===== config.mk =====
export PLATFORM = sky130hd
export DESIGN_NAME = instr_fetch_unit_flat
export DESIGN_NICKNAME = d
export VERILOG_FILES = /design/src/rtl/instr_fetch_unit_if.sv /design/src/rtl/instr_fetch_unit.sv /design/src/flat_wrapper.sv
export SDC_FILE = /design/constraint.sdc
export NUM_CORES = 1
export LEC_CHECK = 0
export ABC_AREA = 0
export CORE_UTILIZATION = 39
export DETAILED_ROUTE_END_ITERATION = 6
export PLACE_DENSITY = 0.73
export SYNTH_ARGS = -nofsm -noshare
export SYNTH_HDL_FRONTEND = slang
export SYNTH_SLANG_ARGS = --single-unit

===== constraint.sdc =====
create_clock -name clk -period 6.2 [get_ports clk]
set_clock_uncertainty 0.15 [all_clocks]
set_input_delay 1.55 -clock clk [delete_from_list [all_inputs] [get_ports clk]]
set_output_delay 1.55 -clock clk [all_outputs]
set_load 0.1 [all_outputs]

===== src/rtl/instr_fetch_unit_if.sv =====
// Bus bundle between the instruction-fetch unit, its control FSM and the
// instruction memory. The fetch unit uses the master modport because it
// originates the memory reads. The surrounding control/memory side uses
// the slave modport.
interface instr_fetch_unit_if #(
    parameter int ADDR_W = 64
);
    // control side
    logic              fetch_req;
    logic [ADDR_W-1:0] pc_in;
    logic              flush;
    logic              fault_clr;
    // memory side
    logic [ADDR_W-1:0] mem_addr;
    logic              mem_rd;
    logic [31:0]       mem_rdata;
    logic              mem_ready;
    // results towards control
    logic [31:0]       instr;
    logic [ADDR_W-1:0] instr_pc;
    logic              instr_valid;
    logic              busy;
    logic              fault;
    logic              fault_cause;

    modport master (
        input  fetch_req, pc_in, flush, fault_clr, mem_rdata, mem_ready,
        output mem_addr, mem_rd, instr, instr_pc, instr_valid, busy,
               fault, fault_cause
    );

    modport slave (
        output fetch_req, pc_in, flush, fault_clr, mem_rdata, mem_ready,
        input  mem_addr, mem_rd, instr, instr_pc, instr_valid, busy,
               fault, fault_cause
    );
endinterface


===== src/rtl/instr_fetch_unit.sv =====
// Multicycle instruction-fetch stage. Reads one 32-bit word over a
// variable-latency ready handshake, loads it into IR with its address and
// pulses instr_valid for one cycle. Handles branch flush, misaligned fetch
// addresses and memory-response timeout (latched fault until fault_clr).
module instr_fetch_unit #(
    parameter int          ADDR_W      = 64,
    parameter int          TIMEOUT     = 16,
    parameter logic [31:0] RESET_INSTR = 32'h0000_0013
) (
    input  logic               clk,
    input  logic               reset,
    instr_fetch_unit_if.master bus
);

    // A zero TIMEOUT still needs a 1-bit counter so the declarations stay legal.
    localparam int CNT_W = (TIMEOUT == 0) ? 1 : $clog2(TIMEOUT + 1);
    localparam logic [CNT_W-1:0] CNT_LAST = CNT_W'((TIMEOUT == 0) ? 0 : TIMEOUT - 1);
    localparam logic [CNT_W-1:0] CNT_MAX  = CNT_W'(TIMEOUT);
    localparam logic [CNT_W-1:0] CNT_ONE  = CNT_W'(1);

    typedef enum logic [1:0] {
        S_IDLE  = 2'd0,
        S_REQ   = 2'd1,
        S_DONE  = 2'd2,
        S_FAULT = 2'd3
    } state_t;

    state_t            r_state;
    state_t            w_next_state;
    logic [ADDR_W-1:0] r_mem_addr;
    logic              r_mem_rd;
    logic [31:0]       r_instr;
    logic [ADDR_W-1:0] r_instr_pc;
    logic              r_fault;
    logic              r_fault_cause;
    logic [CNT_W-1:0]  r_cnt;

    logic              w_accept;
    logic              w_load_ir;
    logic [CNT_W-1:0]  w_cnt_next;
    logic              w_cause_next;

    // Next-state decode plus the per-state datapath enables.
    always_comb begin
        w_next_state = r_state;
        w_accept     = 1'b0;
        w_load_ir    = 1'b0;
        w_cnt_next   = r_cnt;
        w_cause_next = r_fault_cause;
        case (r_state)
            S_IDLE: begin
                if (bus.fetch_req) begin
                    if (bus.pc_in[1:0] != 2'b00) begin
                        // Misaligned: fault straight away, memory never sees it.
                        w_next_state = S_FAULT;
                        w_cause_next = 1'b0;
                    end else begin
                        w_next_state = S_REQ;
                        w_accept     = 1'b1;
                        w_cnt_next   = '0;
                    end
                end else begin
                    w_next_state = S_IDLE;
                end
            end
            S_REQ: begin
                if (bus.flush) begin
                    // Flush beats a same-cycle response; that data is dropped.
                    w_next_state = S_IDLE;
                end else if (bus.mem_ready) begin
                    w_next_state = S_DONE;
                    w_load_ir    = 1'b1;
                end else if ((TIMEOUT != 0) && (r_cnt == CNT_LAST)) begin
                    w_next_state = S_FAULT;
                    w_cause_next = 1'b1;
                end else if (r_cnt != CNT_MAX) begin
                    w_cnt_next = r_cnt + CNT_ONE;
                end else begin
                    w_cnt_next = r_cnt;
                end
            end
            S_DONE: begin
                w_next_state = S_IDLE;
            end
            S_FAULT: begin
                if (bus.fault_clr) begin
                    w_next_state = S_IDLE;
                end else begin
                    w_next_state = S_FAULT;
                end
            end
            default: begin
                w_next_state = S_IDLE;
            end
        endcase
    end

    // State register and all registered datapath/outputs.
    always_ff @(posedge clk or posedge reset) begin
        if (reset) begin
            r_state       <= S_IDLE;
            r_mem_addr    <= '0;
            r_mem_rd      <= 1'b0;
            r_instr       <= RESET_INSTR;
            r_instr_pc    <= '0;
            r_fault       <= 1'b0;
            r_fault_cause <= 1'b0;
            r_cnt         <= '0;
        end else begin
            r_state       <= w_next_state;
            // Read strobe is a function of the state being entered, so it
            // only changes on state transitions.
            r_mem_rd      <= (w_next_state == S_REQ);
            r_fault       <= (w_next_state == S_FAULT);
            r_fault_cause <= w_cause_next;
            r_cnt         <= w_cnt_next;
            if (w_accept) begin
                r_mem_addr <= bus.pc_in;
            end
            if (w_load_ir) begin
                r_instr    <= bus.mem_rdata;
                r_instr_pc <= r_mem_addr;
            end
        end
    end

    assign bus.mem_addr    = r_mem_addr;
    assign bus.mem_rd      = r_mem_rd;
    assign bus.instr       = r_instr;
    assign bus.instr_pc    = r_instr_pc;
    assign bus.instr_valid = (r_state == S_DONE);
    assign bus.busy        = (r_state != S_IDLE);
    assign bus.fault       = r_fault;
    assign bus.fault_cause = r_fault_cause;

endmodule

===== src/flat_wrapper.sv =====
// flat-port wrapper written by rule: the top's interface ports become plain ports
module instr_fetch_unit_flat 
#(
    parameter int          ADDR_W      = 64,
    parameter int          TIMEOUT     = 16,
    parameter logic [31:0] RESET_INSTR = 32'h0000_0013
)
  (clk, reset, bus_fetch_req, bus_pc_in, bus_flush, bus_fault_clr, bus_mem_rdata, bus_mem_ready, bus_mem_addr, bus_mem_rd, bus_instr, bus_instr_pc, bus_instr_valid, bus_busy, bus_fault, bus_fault_cause);
  instr_fetch_unit_if #(.ADDR_W(ADDR_W)) bus_i ();
  input  logic clk;
  input  logic reset;
  input wire logic [$bits(bus_i.fetch_req)-1:0] bus_fetch_req;
  input wire logic [$bits(bus_i.pc_in)-1:0] bus_pc_in;
  input wire logic [$bits(bus_i.flush)-1:0] bus_flush;
  input wire logic [$bits(bus_i.fault_clr)-1:0] bus_fault_clr;
  input wire logic [$bits(bus_i.mem_rdata)-1:0] bus_mem_rdata;
  input wire logic [$bits(bus_i.mem_ready)-1:0] bus_mem_ready;
  output wire logic [$bits(bus_i.mem_addr)-1:0] bus_mem_addr;
  output wire logic [$bits(bus_i.mem_rd)-1:0] bus_mem_rd;
  output wire logic [$bits(bus_i.instr)-1:0] bus_instr;
  output wire logic [$bits(bus_i.instr_pc)-1:0] bus_instr_pc;
  output wire logic [$bits(bus_i.instr_valid)-1:0] bus_instr_valid;
  output wire logic [$bits(bus_i.busy)-1:0] bus_busy;
  output wire logic [$bits(bus_i.fault)-1:0] bus_fault;
  output wire logic [$bits(bus_i.fault_cause)-1:0] bus_fault_cause;
  assign bus_i.fetch_req = bus_fetch_req;
  assign bus_i.pc_in = bus_pc_in;
  assign bus_i.flush = bus_flush;
  assign bus_i.fault_clr = bus_fault_clr;
  assign bus_i.mem_rdata = bus_mem_rdata;
  assign bus_i.mem_ready = bus_mem_ready;
  assign bus_mem_addr = bus_i.mem_addr;
  assign bus_mem_rd = bus_i.mem_rd;
  assign bus_instr = bus_i.instr;
  assign bus_instr_pc = bus_i.instr_pc;
  assign bus_instr_valid = bus_i.instr_valid;
  assign bus_busy = bus_i.busy;
  assign bus_fault = bus_i.fault;
  assign bus_fault_cause = bus_i.fault_cause;
  instr_fetch_unit #(.ADDR_W(ADDR_W), .TIMEOUT(TIMEOUT), .RESET_INSTR(RESET_INSTR)) u_core (.clk(clk), .reset(reset), .bus(bus_i));
endmodule

# Word-level counts from Yosys, hierarchy flattened
# Cells that the tools add are included.
# totals
regBits	170
latchBits	0
mem_bits_rw	0
romBits	0
inputBits	102
elab_cells	56
n_memories	0
# classes
addsub	1
mul	0
n_div	0
n_lt_le_gt_ge	0
n_eq_ne	15
shift	0
mux	26
n_bitwise	0
reduce_logical	6
# ops
op	count
$mux 5	6
$mux 2	6
$mux 1	11
$ne 2x2->1 const B	5
$pmux 5 s2	1
$pmux 2 s4	1
$reduce_and 7->1	1
$eq 2x2->1 const B	3
$ne 2x1->1 const B	3
$reduce_and 6->1	1
$reduce_bool 2->1	3
$add 5x1->5 const B	1
$eq 5x4->1 const B	1
$ne 5x5->1 const B	1
$eq 2x1->1 const B	2
$logic_not 2->1	1
$pmux 1 s2	1

# Logic depth before layout (Yosys ltp)
# Gate-level depths: netlist of run 1.
# depth
ltp_word	6
depth_mapped	7

# Worst setup path after synthesis of run 1
# OpenSTA, ideal clock, no wires.
# synth_timing
path_type	flip-flop to output port
startpoint	reg u_core.r_state[0]
endpoint	out bus_instr_valid
arrival_time_ns	1.841
required_time_ns	4.500
setup_slack_ns	2.659
path_stages_with_launch	3
path_buffers	1
cell_sequence	dfrtp_1 > buf_2 > nor2b_1
# synth_via
elab_chain_len	1
# synth_lines
item	line	text
start: declaration	instr_fetch_unit.sv:28	state_t r_state;
start signal: assignment	instr_fetch_unit.sv:110	r_state <= w_next_state;
$eq 2x2->1	instr_fetch_unit.sv:131	assign bus.instr_valid = (r_state == S_DONE);
end: declaration	flat_wrapper.sv:22	output wire logic [$bits(bus_i.instr_valid)-1:0] bus_instr_valid;
# No other way between the ends.

# Worst setup path after layout of run 1
# layout_timing
startpoint	reg u_core.r_state[0]
endpoint	out bus_busy
# layout_via
elab_chain_len	1
# layout_lines
item	line	text
$reduce_bool 2->1	instr_fetch_unit.sv:132	assign bus.busy = (r_state != S_IDLE);
end: declaration	flat_wrapper.sv:23	output wire logic [$bits(bus_i.busy)-1:0] bus_busy;
# No other way between the ends.

==> key figures, run 1 <==
Floorplan
  – Initial Util: 40.50%
  – Die Y: around 130 microns
  – Core area: roughly 16000 sq um
  – DIE AREA: ~17000 sq um
  – Top Ports: approximately 270
  – Row cnt: 46
  – Chip width: between 100 and 150 microns

Setup path
  – Worst Path Required: around 4.5 ns
  – Crit-path max FO: 10
  – Worst setup path startpoint: u_core.r_state[0]$_DFF_PP0_
  – WS Path Type: flip-flop to output port
  – Critical path arrival: around 2.3 ns
  – Worst r2r src: u_core.r_state[0]$_DFF_PP0_
  – Critical path startpoint category: flip-flop
  – CP Capture Type: output port

GRT
  – Wire length of the first global-routing pass: 27140 microns
  – Total track usage: 20.04%
  – Gr ovfl total: 0
  – Initial antenna violation count: 0
  – Number of global-route vias before repair: between 5000 and 6000
  – Largest net degree at the start of global routing: 97

Detailed routing
  – Initial DRC count: 230
  – Routed WL: 16540 microns
  – First-pass DRT Iterations: 4
  – DR DRC count: 0
  – Vias: approximately 5000
  – Routed length per instance: 15.16 microns
  – Antenna-violating nets left: 0
  – Via-to-Cell Ratio: approximately 4.6

Timing
  – Crit path time final: 3.964 ns
  – RSZ-0062 raised after global routing: false
  – Fin Setup TNS: 0 ns
  – Slew @ Worst Pin: about 1.1 ns
  – Tcrit/Tclk final: approximately 64%
  – Final slew viol count: 0
  – Fin. Hold Viols: 0
  – Max Freq: 252.2 MHz
  – Count of final setup violators: 0
  – Slew headroom: between 20 and 30%

Clock network
  – Hold buffers post-CTS: 0
  – Clk pin slew, worst setup/hold paths: around 0.060 ns
  – CTS tree: done
  – Clock Tree Buf Depth: 2
  – Clock sink count: 170
  – Cts bufs inserted: 17
  – Clk_lat worst skew: around 0.42 ns
  – H-tree Lvls: 4
  – Clock root buffer: clkbuf_16
  – Post-CTS setup buffer count: 0
  – Resize count post-CTS: 0

Final layout
  – Finished Layout Cells: between 1000 and 1500
  – Share of cells above drive strength 1: 12.80%
  – Area grow syn2layout: 53.10%
  – Antenna Diode Count: 0
  – Final #Nets: between 900 and 1000
  – Cell area after layout: approximately 10000 sq um

Hold path
  – Worst min path class: flip-flop to flip-flop
  – Startpoint of the worst hold path: u_core.bus.instr[0]$_DFFE_PP1P_

Synthesis
  – Post-Syn Area per Cell: between 10 and 15 sq um
  – Synthesis-stage register bit count: between 150 and 200
  – Synth Instances: 600
  – Synth cell types: 34
  – Prevailing post-synth register cell: dfrtp_1
  – Mapped Nets: around 710
  – Number of flops mapped to enable cells by yosys: 0
  – Post-synthesis sequential area ratio: 65.23%
  – Asr flop ratio synth: 100.0%
  – Ys Warns: 0
  – Post-synthesis cell area: around 6500 sq um

Place
  – Placed cells: 1059
  – Placed Area: 9412 sq um
  – PortBufs: roughly 270
  – Detailed placer's ending HPWL: 11260 microns
  – RD Place Congestion: around 0.78

Run status
  – Outcome: completed

Run
  – Max-Cap Viols: 0
## worst paths after layout
kind,end,slack [ns],depth (start not counted)
min in group asynchronous,u_core.bus.instr[20]$_DFFE_PP0P_,1.41,2
min,u_core.bus.instr[0]$_DFFE_PP1P_,0.31,2
max in group asynchronous,u_core.bus.instr_pc[39]$_DFFE_PP0P_,3.35,3
max,bus_busy,2.24,2
max reg2reg,u_core.bus.mem_addr[34]$_DFFE_PP0P_,3.70,4
min reg2reg,u_core.bus.instr[0]$_DFFE_PP1P_,0.31,2
## synthesized netlist by cell type, types with 2 or more instances
cell	n	area (sq um)
nand2_1	290	1089
dfrtp_1	167	4179
mux2_2	62	698.2
clkbuf_1	14	52.55
buf_2	12	60.06
inv_1	6	22.52
nor2_1	6	22.52
and2_1	3	18.77
buf_4	3	22.52
dfstp_2	3	78.83
ha_1	3	37.54
nand2b_1	3	18.77
a211oi_1	2	15.01
mux2i_1	2	20.02
nand3_1	2	10.01
nor3b_2	2	25.02
o21ai_0	2	10.01
o22ai_1	2	12.51
## metal layers
layer	GRT usage [%]	wire, microns	up-vias	part of all wire [%]
li1	-	-	2429	-
met1	25.30	7146	2365	43
met2	31.71	7649	198	46
met3	6.906	1428	29	8.6
met4	7.687	318	0	1.9
met5	0	0	-	0
## kinds of logic (layout without fill, tap and decap cells)
kind of cell	Yosys count	in the layout	share of synthesized area [%]
AOI/OAI and AO/OA	13	13	1.514
buffers and inverters	35	310	2.415
and+or+nand+nor	315	315	19.26
muxes	64	64	11.00
adders and majority gates	3	3	0.5751
DFF	170	170	65.23
## sequential cells by signal (all words and copies together) (netlist names)
signal	flops
u_core.bus.instr	32
u_core.bus.instr_pc	64
u_core.r_cnt	5
u_core.bus.mem_addr	64
u_core.bus.mem_rd	1
u_core.r_state	2
u_core.bus.fault	1
u_core.bus.fault_cause	1
## worst max-delay path: stages (launching register included)
cell	delay [ns]
dfrtp_1	0.56
or2_2	0.17
clkdlybuf4s50_1	1.11
## metrics by stage
stage | setup WS, ns | util [%] | hold slack (ns)
floorplan | 2.334 | - | 0.3365
global placement | 2.197 | 58.40 | 0.2960
detailed placement | 2.178 | 58.40 | 0.2980
CTS | 2.208 | 62.01 | 0.3092
global route | 2.178 | 62.01 | 0.3276
finish | 2.236 | 62.01 | 0.3082
## cell type report
cell class,instances,area (sq um)
Timing Repair Buffer,272,2720
Multi-Input combinational cell,395,2137
Fill cell,1337,6122
Tap cell,216,270.3
Sequential cell,170,4258
Inverter,6,26.28
Clock inverter,11,111.4
Clock buffer,21,470.5
## cell usage in the layout (no fill, tap or decap), drive strengths merged, types with 5 or more instances in the layout
master         instances
clkdlybuf4s50        266
clkinv                 5
nor2                   6
clkbuf                21
dfrtp                167
mux2                  62
inv                    8
nand2                290
buf                    6
Power of run 1 is not shown: default switching activity piles up to over one toggle a cycle in this logic, so the estimate is an artifact.
==> run 2: changes to the inputs <==
==> constraint.sdc (replaced) <==
create_clock -name clk -period 3.5 [get_ports clk]
set_clock_uncertainty 0.15 [all_clocks]
set_input_delay 0.875 -clock clk [delete_from_list [all_inputs] [get_ports clk]]
set_output_delay 0.875 -clock clk [all_outputs]
set_load 0.1 [all_outputs]
==> key figures, run 2 (same netlist as run 1, synthesis figures left out) <==
GRT
  – Number of global-route vias before repair: roughly 5000
  – GR peak layer: met2
  – Largest net degree at the start of global routing: 97
  – Gr ovfl total: 0
  – Wire length of the first global-routing pass: 27080 microns
  – Total track usage: approximately 20%
  – Initial antenna violation count: 0
  – Met2 usage in global routing: 32.92%
  – Grt met1 use: about 25%
  – Met3 Use GR: 6.520%

Clock network
  – Clock root buffer: clkbuf_16
  – Hold buffers post-CTS: 0
  – Post-CTS setup buffer count: 0
  – Resize count post-CTS: 0
  – Cts bufs inserted: 17
  – Clk pin slew, worst setup/hold paths: around 0.060 ns
  – Clock Tree Buf Depth: 2
  – Clk_lat worst skew: between 0.4 and 0.5 ns
  – Clock sink count: 170
  – H-tree Lvls: 4
  – CTS tree: done

Place
  – PortBufs: about 270
  – RD Place Congestion: 0.7887
  – Detailed placer's ending HPWL: around 11000 microns

Floorplan
  – DIE AREA: roughly 17000 sq um
  – Chip width: approximately 130 microns
  – Row cnt: 46
  – Die Y: around 130 microns
  – Top Ports: ~270
  – Core area: about 16000 sq um
  – Initial Util: between 40% and 50%

Detailed routing
  – Antenna-violating nets left: 0
  – Via-to-Cell Ratio: around 4.6
  – Routed length per instance: roughly 15 microns
  – Routed WL: 16540 microns
  – First-pass DRT Iterations: 4
  – Initial DRC count: 230
  – DR DRC count: 0
  – Vias: between 5000 and 6000

Run status
  – Outcome: completed

Final layout
  – Leading cell type in the layout, fill and taps excluded: nand2_1
  – Antenna Diode Count: 0
  – Multi-input gate area: about 2100 sq um
  – Area grow syn2layout: 48.42%
  – Share of cells above drive strength 1: 31.90%
  – Most frequent cells in the layout: nand2_1, buf_4, dfrtp_1
  – # fillers: between 1000 and 1500
  – Final #Nets: between 900 and 1000
  – FF/Latch Area: ~4300 sq um

Run
  – Max-Cap Viols: 0

Timing
  – RSZ-0062 raised after global routing: false
  – Fin Setup TNS: 0 ns
  – Crit path time final: about 2.5 ns
  – Max Freq: 396.7 MHz
  – Tcrit/Tclk final: ~72%
  – Fin. Hold Viols: 0
  – Count of final setup violators: 0
  – Final slew viol count: 0
  – Slew headroom: a little under half
  – Slew @ Worst Pin: around 0.81 ns

Setup path
  – CP Capture Type: output port
  – Critical path arrival: 1.50 ns
  – Crit-path max FO: 10
  – CP max stage delay: 0.52 ns
  – WS Path Type: flip-flop to output port
  – CP Cell Sequence: or2_2 > buf_4
  – Critical path startpoint category: flip-flop
  – Worst Path Required: between 2 and 2.5 ns
  – CP max stage cell: dfrtp_1

Hold path
  – Worst min path class: flip-flop to flip-flop
## run 2: critical path: cells and delay by family, from the launching register on
| kind | cells | cell delay [ns] |
|---|---|---|
| flops | 1 | 0.52 |
| buf+inv | 1 | 0.23 |
| simple gates | 1 | 0.33 |
## run 2: cell type report
| type | instances | area share, % |
|---|---|---|
| sequential | 170 | 43.95 |
| timing repair buffer | 278 | 24.80 |
| multi-input combinational | 395 | 22.06 |
| clock buffer | 21 | 4.649 |
| tap | 216 | 2.790 |
| clock inverter | 11 | 1.485 |
| inverter | 6 | 0.2712 |
## run 2: routing by layer
layer / share of wire, % / wire (microns) / up-vias
li1: - / - / 2444
met1: 43 / 7049 / 2412
met2: 49 / 8047 / 188
met3: 7.7 / 1281 / 14
met4: 1.0 / 165 / 0
met5: 0 / 0 / -
## run 2: path summary, 6_finish.rpt
path	startpoint	cells past startpoint	slack, ns	end
min	u_core.bus.instr[4]$_DFFE_PP1P_	2	0.31	u_core.bus.instr[4]$_DFFE_PP1P_
max in group asynchronous	reset	3	1.68	u_core.bus.instr[1]$_DFFE_PP1P_
max	u_core.r_state[0]$_DFF_PP0_	2	0.98	bus_busy
min reg2reg	u_core.bus.instr[4]$_DFFE_PP1P_	2	0.31	u_core.bus.instr[4]$_DFFE_PP1P_
max reg2reg	u_core.r_cnt[0]$_DFFE_PP0P_	7	1.21	u_core.r_cnt[1]$_DFFE_PP0P_
min in group asynchronous	reset	2	0.82	u_core.bus.fault_cause$_DFFE_PP0P_
## run 2: per-stage QoR
stage	hold slack [ns]	instances	cell area [sq um]	utilization (%)	setup slack, ns
6_report	0.3096	1097	9688	60.12	0.9795
2_1_floorplan	0.3365	600	6531	-	0.3087
3_5_place_dp	0.2992	1065	9094	56.43	0.7151
3_3_place_gp	0.2968	1065	9094	56.43	0.7683
5_1_grt	0.3237	1097	9688	60.12	0.9133
4_1_cts	0.3097	1097	9688	60.12	0.9625
Power of run 2 is left out for the same reason.
==> run 3: changes to the inputs <==
--- a/config.mk
+++ b/config.mk
@@ -6,9 +6,9 @@
 export NUM_CORES = 1
 export LEC_CHECK = 0
 export ABC_AREA = 0
-export CORE_UTILIZATION = 39
+export CORE_UTILIZATION = 40
 export DETAILED_ROUTE_END_ITERATION = 6
-export PLACE_DENSITY = 0.73
+export PLACE_DENSITY = 0.71
 export SYNTH_ARGS = -nofsm -noshare
 export SYNTH_HDL_FRONTEND = slang
 export SYNTH_SLANG_ARGS = --single-unit
==> constraint.sdc (replaced) <==
create_clock -name clk -period 2.6 [get_ports clk]
set_clock_uncertainty 0.15 [all_clocks]
set_input_delay 0.65 -clock clk [delete_from_list [all_inputs] [get_ports clk]]
set_output_delay 0.65 -clock clk [all_outputs]
set_load 0.1 [all_outputs]
==> key figures, run 3 (same netlist as run 1, synthesis figures left out) <==
Timing
  – Crit path time final: between 2 and 2.5 ns
  – Tcrit/Tclk final: between 80% and 90%
  – RSZ-0062 raised after global routing: false
  – Fin Setup TNS: 0 ns
  – Slew @ Worst Pin: between 0.5 and 0.6 ns
  – Fin. Hold Viols: 0
  – Max Freq: around 440 MHz
  – Count of final setup violators: 0
  – Worst setup margin: a little over 0.3 ns
  – Final slew viol count: 0
  – Slew headroom: 62.33%

Detailed routing
  – Antenna-violating nets left: 0
  – Routed WL: 17320 microns
  – Vias: between 5000 and 6000
  – Via-to-Cell Ratio: ~4.7
  – Routed length per instance: 15.82 microns
  – DR DRC count: 0
  – First-pass DRT Iterations: 4
  – Initial DRC count: 260

Run status
  – Outcome: completed

Setup path
  – Depth of the most critical reg-to-reg path: 7
  – Crit-path max FO: 4
  – CP Buf/Inv Count: 0
  – Critical path arrival: between 2 and 2.5 ns
  – CP Capture Type: flip-flop
  – R2R Path End: u_core.r_cnt[4]$_DFFE_PP0P_
  – CP max stage delay: approximately 0.53 ns
  – Critical path startpoint category: flip-flop
  – Worst r2r src: u_core.r_cnt[0]$_DFFE_PP0P_
  – Worst Path Required: between 2 and 3 ns
  – CP max stage cell: or4_4
  – CP delay by family, top: simple AND/OR/NAND/NOR gates
  – R2R Setup Slk: just over 0.3 ns
  – WS Path Type: flip-flop to flip-flop
  – CP most frequent cell: ha_1
  – CP Cell Sequence: ha_1 > and3_1 > ha_1 > nand2b_1 > o221ai_2 > or4_4 > o22ai_1

Hold path
  – Hold EP: u_core.bus.instr[4]$_DFFE_PP1P_
  – Startpoint of the worst hold path: u_core.bus.instr[4]$_DFFE_PP1P_
  – Worst hold path depth: 2
  – Worst min path class: flip-flop to flip-flop

Clock network
  – Clock sink count: between 150 and 200
  – Clk pin slew, worst setup/hold paths: around 0.07 ns
  – Clk_lat worst skew: 0.42 ns
  – CTS tree: done
  – Resize count post-CTS: 0
  – Cts bufs inserted: 17
  – H-tree Lvls: 4
  – Clock root buffer: clkbuf_16
  – Post-CTS setup buffer count: 0
  – Hold buffers post-CTS: 0
  – Clock Tree Buf Depth: 2

Floorplan
  – Die Y: between 100 and 150 microns
  – Chip width: around 130 microns
  – Initial Util: approximately 41%
  – Core area: between 15000 and 20000 sq um
  – DIE AREA: about 17000 sq um
  – Top Ports: 267
  – Row cnt: 46

Run
  – Max-Cap Viols: 0

GRT
  – Largest net degree at the start of global routing: roughly 110
  – Number of global-route vias before repair: 5340
  – Wire length of the first global-routing pass: 27030 microns
  – Initial antenna violation count: 0
  – Gr ovfl total: 0
  – Total track usage: between 20% and 30%

Place
  – Detailed placer's ending HPWL: 12460 microns
  – RD Place Congestion: approximately 0.8
  – Pre-CTS setup slack: approximately 0.058 ns
  – PortBufs: 266

Final layout
  – Share of cells above drive strength 1: about 32%
  – Antenna Diode Count: 0
  – Final #Nets: 971
  – Most frequent cells in the layout: nand2_1, buf_4, dfrtp_1
  – Leading cell type in the layout, fill and taps excluded: nand2_1
  – Area grow syn2layout: 48.42%
  – FF/Latch Area: between 4000 and 5000 sq um
  – # fillers: approximately 1300
  – Multi-input gate area: 2140 sq um
[run 3: cell types whose count changed in the layout (fill, tap and decap cells not counted), sizes merged]
| cell | previous run | this run |
|---|---|---|
| clkbuf | 21 | 17 |
| buf | 177 | 175 |
| bufinv | 3 | 1 |
| clkinv | 5 | 7 |
| clkinvlp | 2 | 4 |
| inv | 7 | 9 |
[run 3: stage by stage]
stage / util (%) / cells / hold slack [ns] / area (sq um)
after floorplan: - / 600 / 0.3365 / 6534
after global placement: 57.40 / 1063 / 0.3013 / 9119
after detailed placement: 57.40 / 1063 / 0.3087 / 9119
after CTS: 60.99 / 1095 / 0.3183 / 9688
after global routing: 60.99 / 1095 / 0.3451 / 9688
final: 60.99 / 1095 / 0.3141 / 9688
[run 3: layout make-up]
cell class,instances,share of cell area (%)
Tap cell,216,2.790
Clock buffer,17,4.391
Inverter,6,0.2712
Multi-Input combinational cell,395,22.08
Timing Repair Buffer,276,25.03
Clock inverter,15,1.485
Sequential cell,170,43.95
[run 3: per-layer routing]
layer	track usage [%]	vias up	part of all wire, %
li1	-	2434	-
met1	24.23	2496	39
met2	35.67	218	49
met3	7.093	44	8.7
met4	10.26	0	3.6
met5	0	-	0
[run 3: how the worst max path moves through the flow]
stage / start / to / slack (ns) / depth (start not counted)
6_report: u_core.r_cnt[0]$_DFFE_PP0P_ / u_core.r_cnt[4]$_DFFE_PP0P_ / 0.30 / 7
2_1_floorplan: reset / u_core.bus.fault$_DFF_PP0_ / -0.37 / 1
3_5_place_dp: bus_flush / u_core.r_cnt[4]$_DFFE_PP0P_ / 0.06 / 5
5_1_grt: u_core.r_cnt[0]$_DFFE_PP0P_ / u_core.r_cnt[2]$_DFFE_PP0P_ / 0.19 / 7
4_1_cts: u_core.r_cnt[0]$_DFFE_PP0P_ / u_core.r_cnt[2]$_DFFE_PP0P_ / 0.29 / 7
3_3_place_gp: bus_flush / u_core.r_cnt[1]$_DFFE_PP0P_ / 0.14 / 5
[run 3: worst min-delay path, cell delays in order, from the launching register on]
cell and delay, ns:
dfstp_2 0.37, nand2_1 0.05, nand2_1 0.05
Power of run 3 is left out for the same reason.
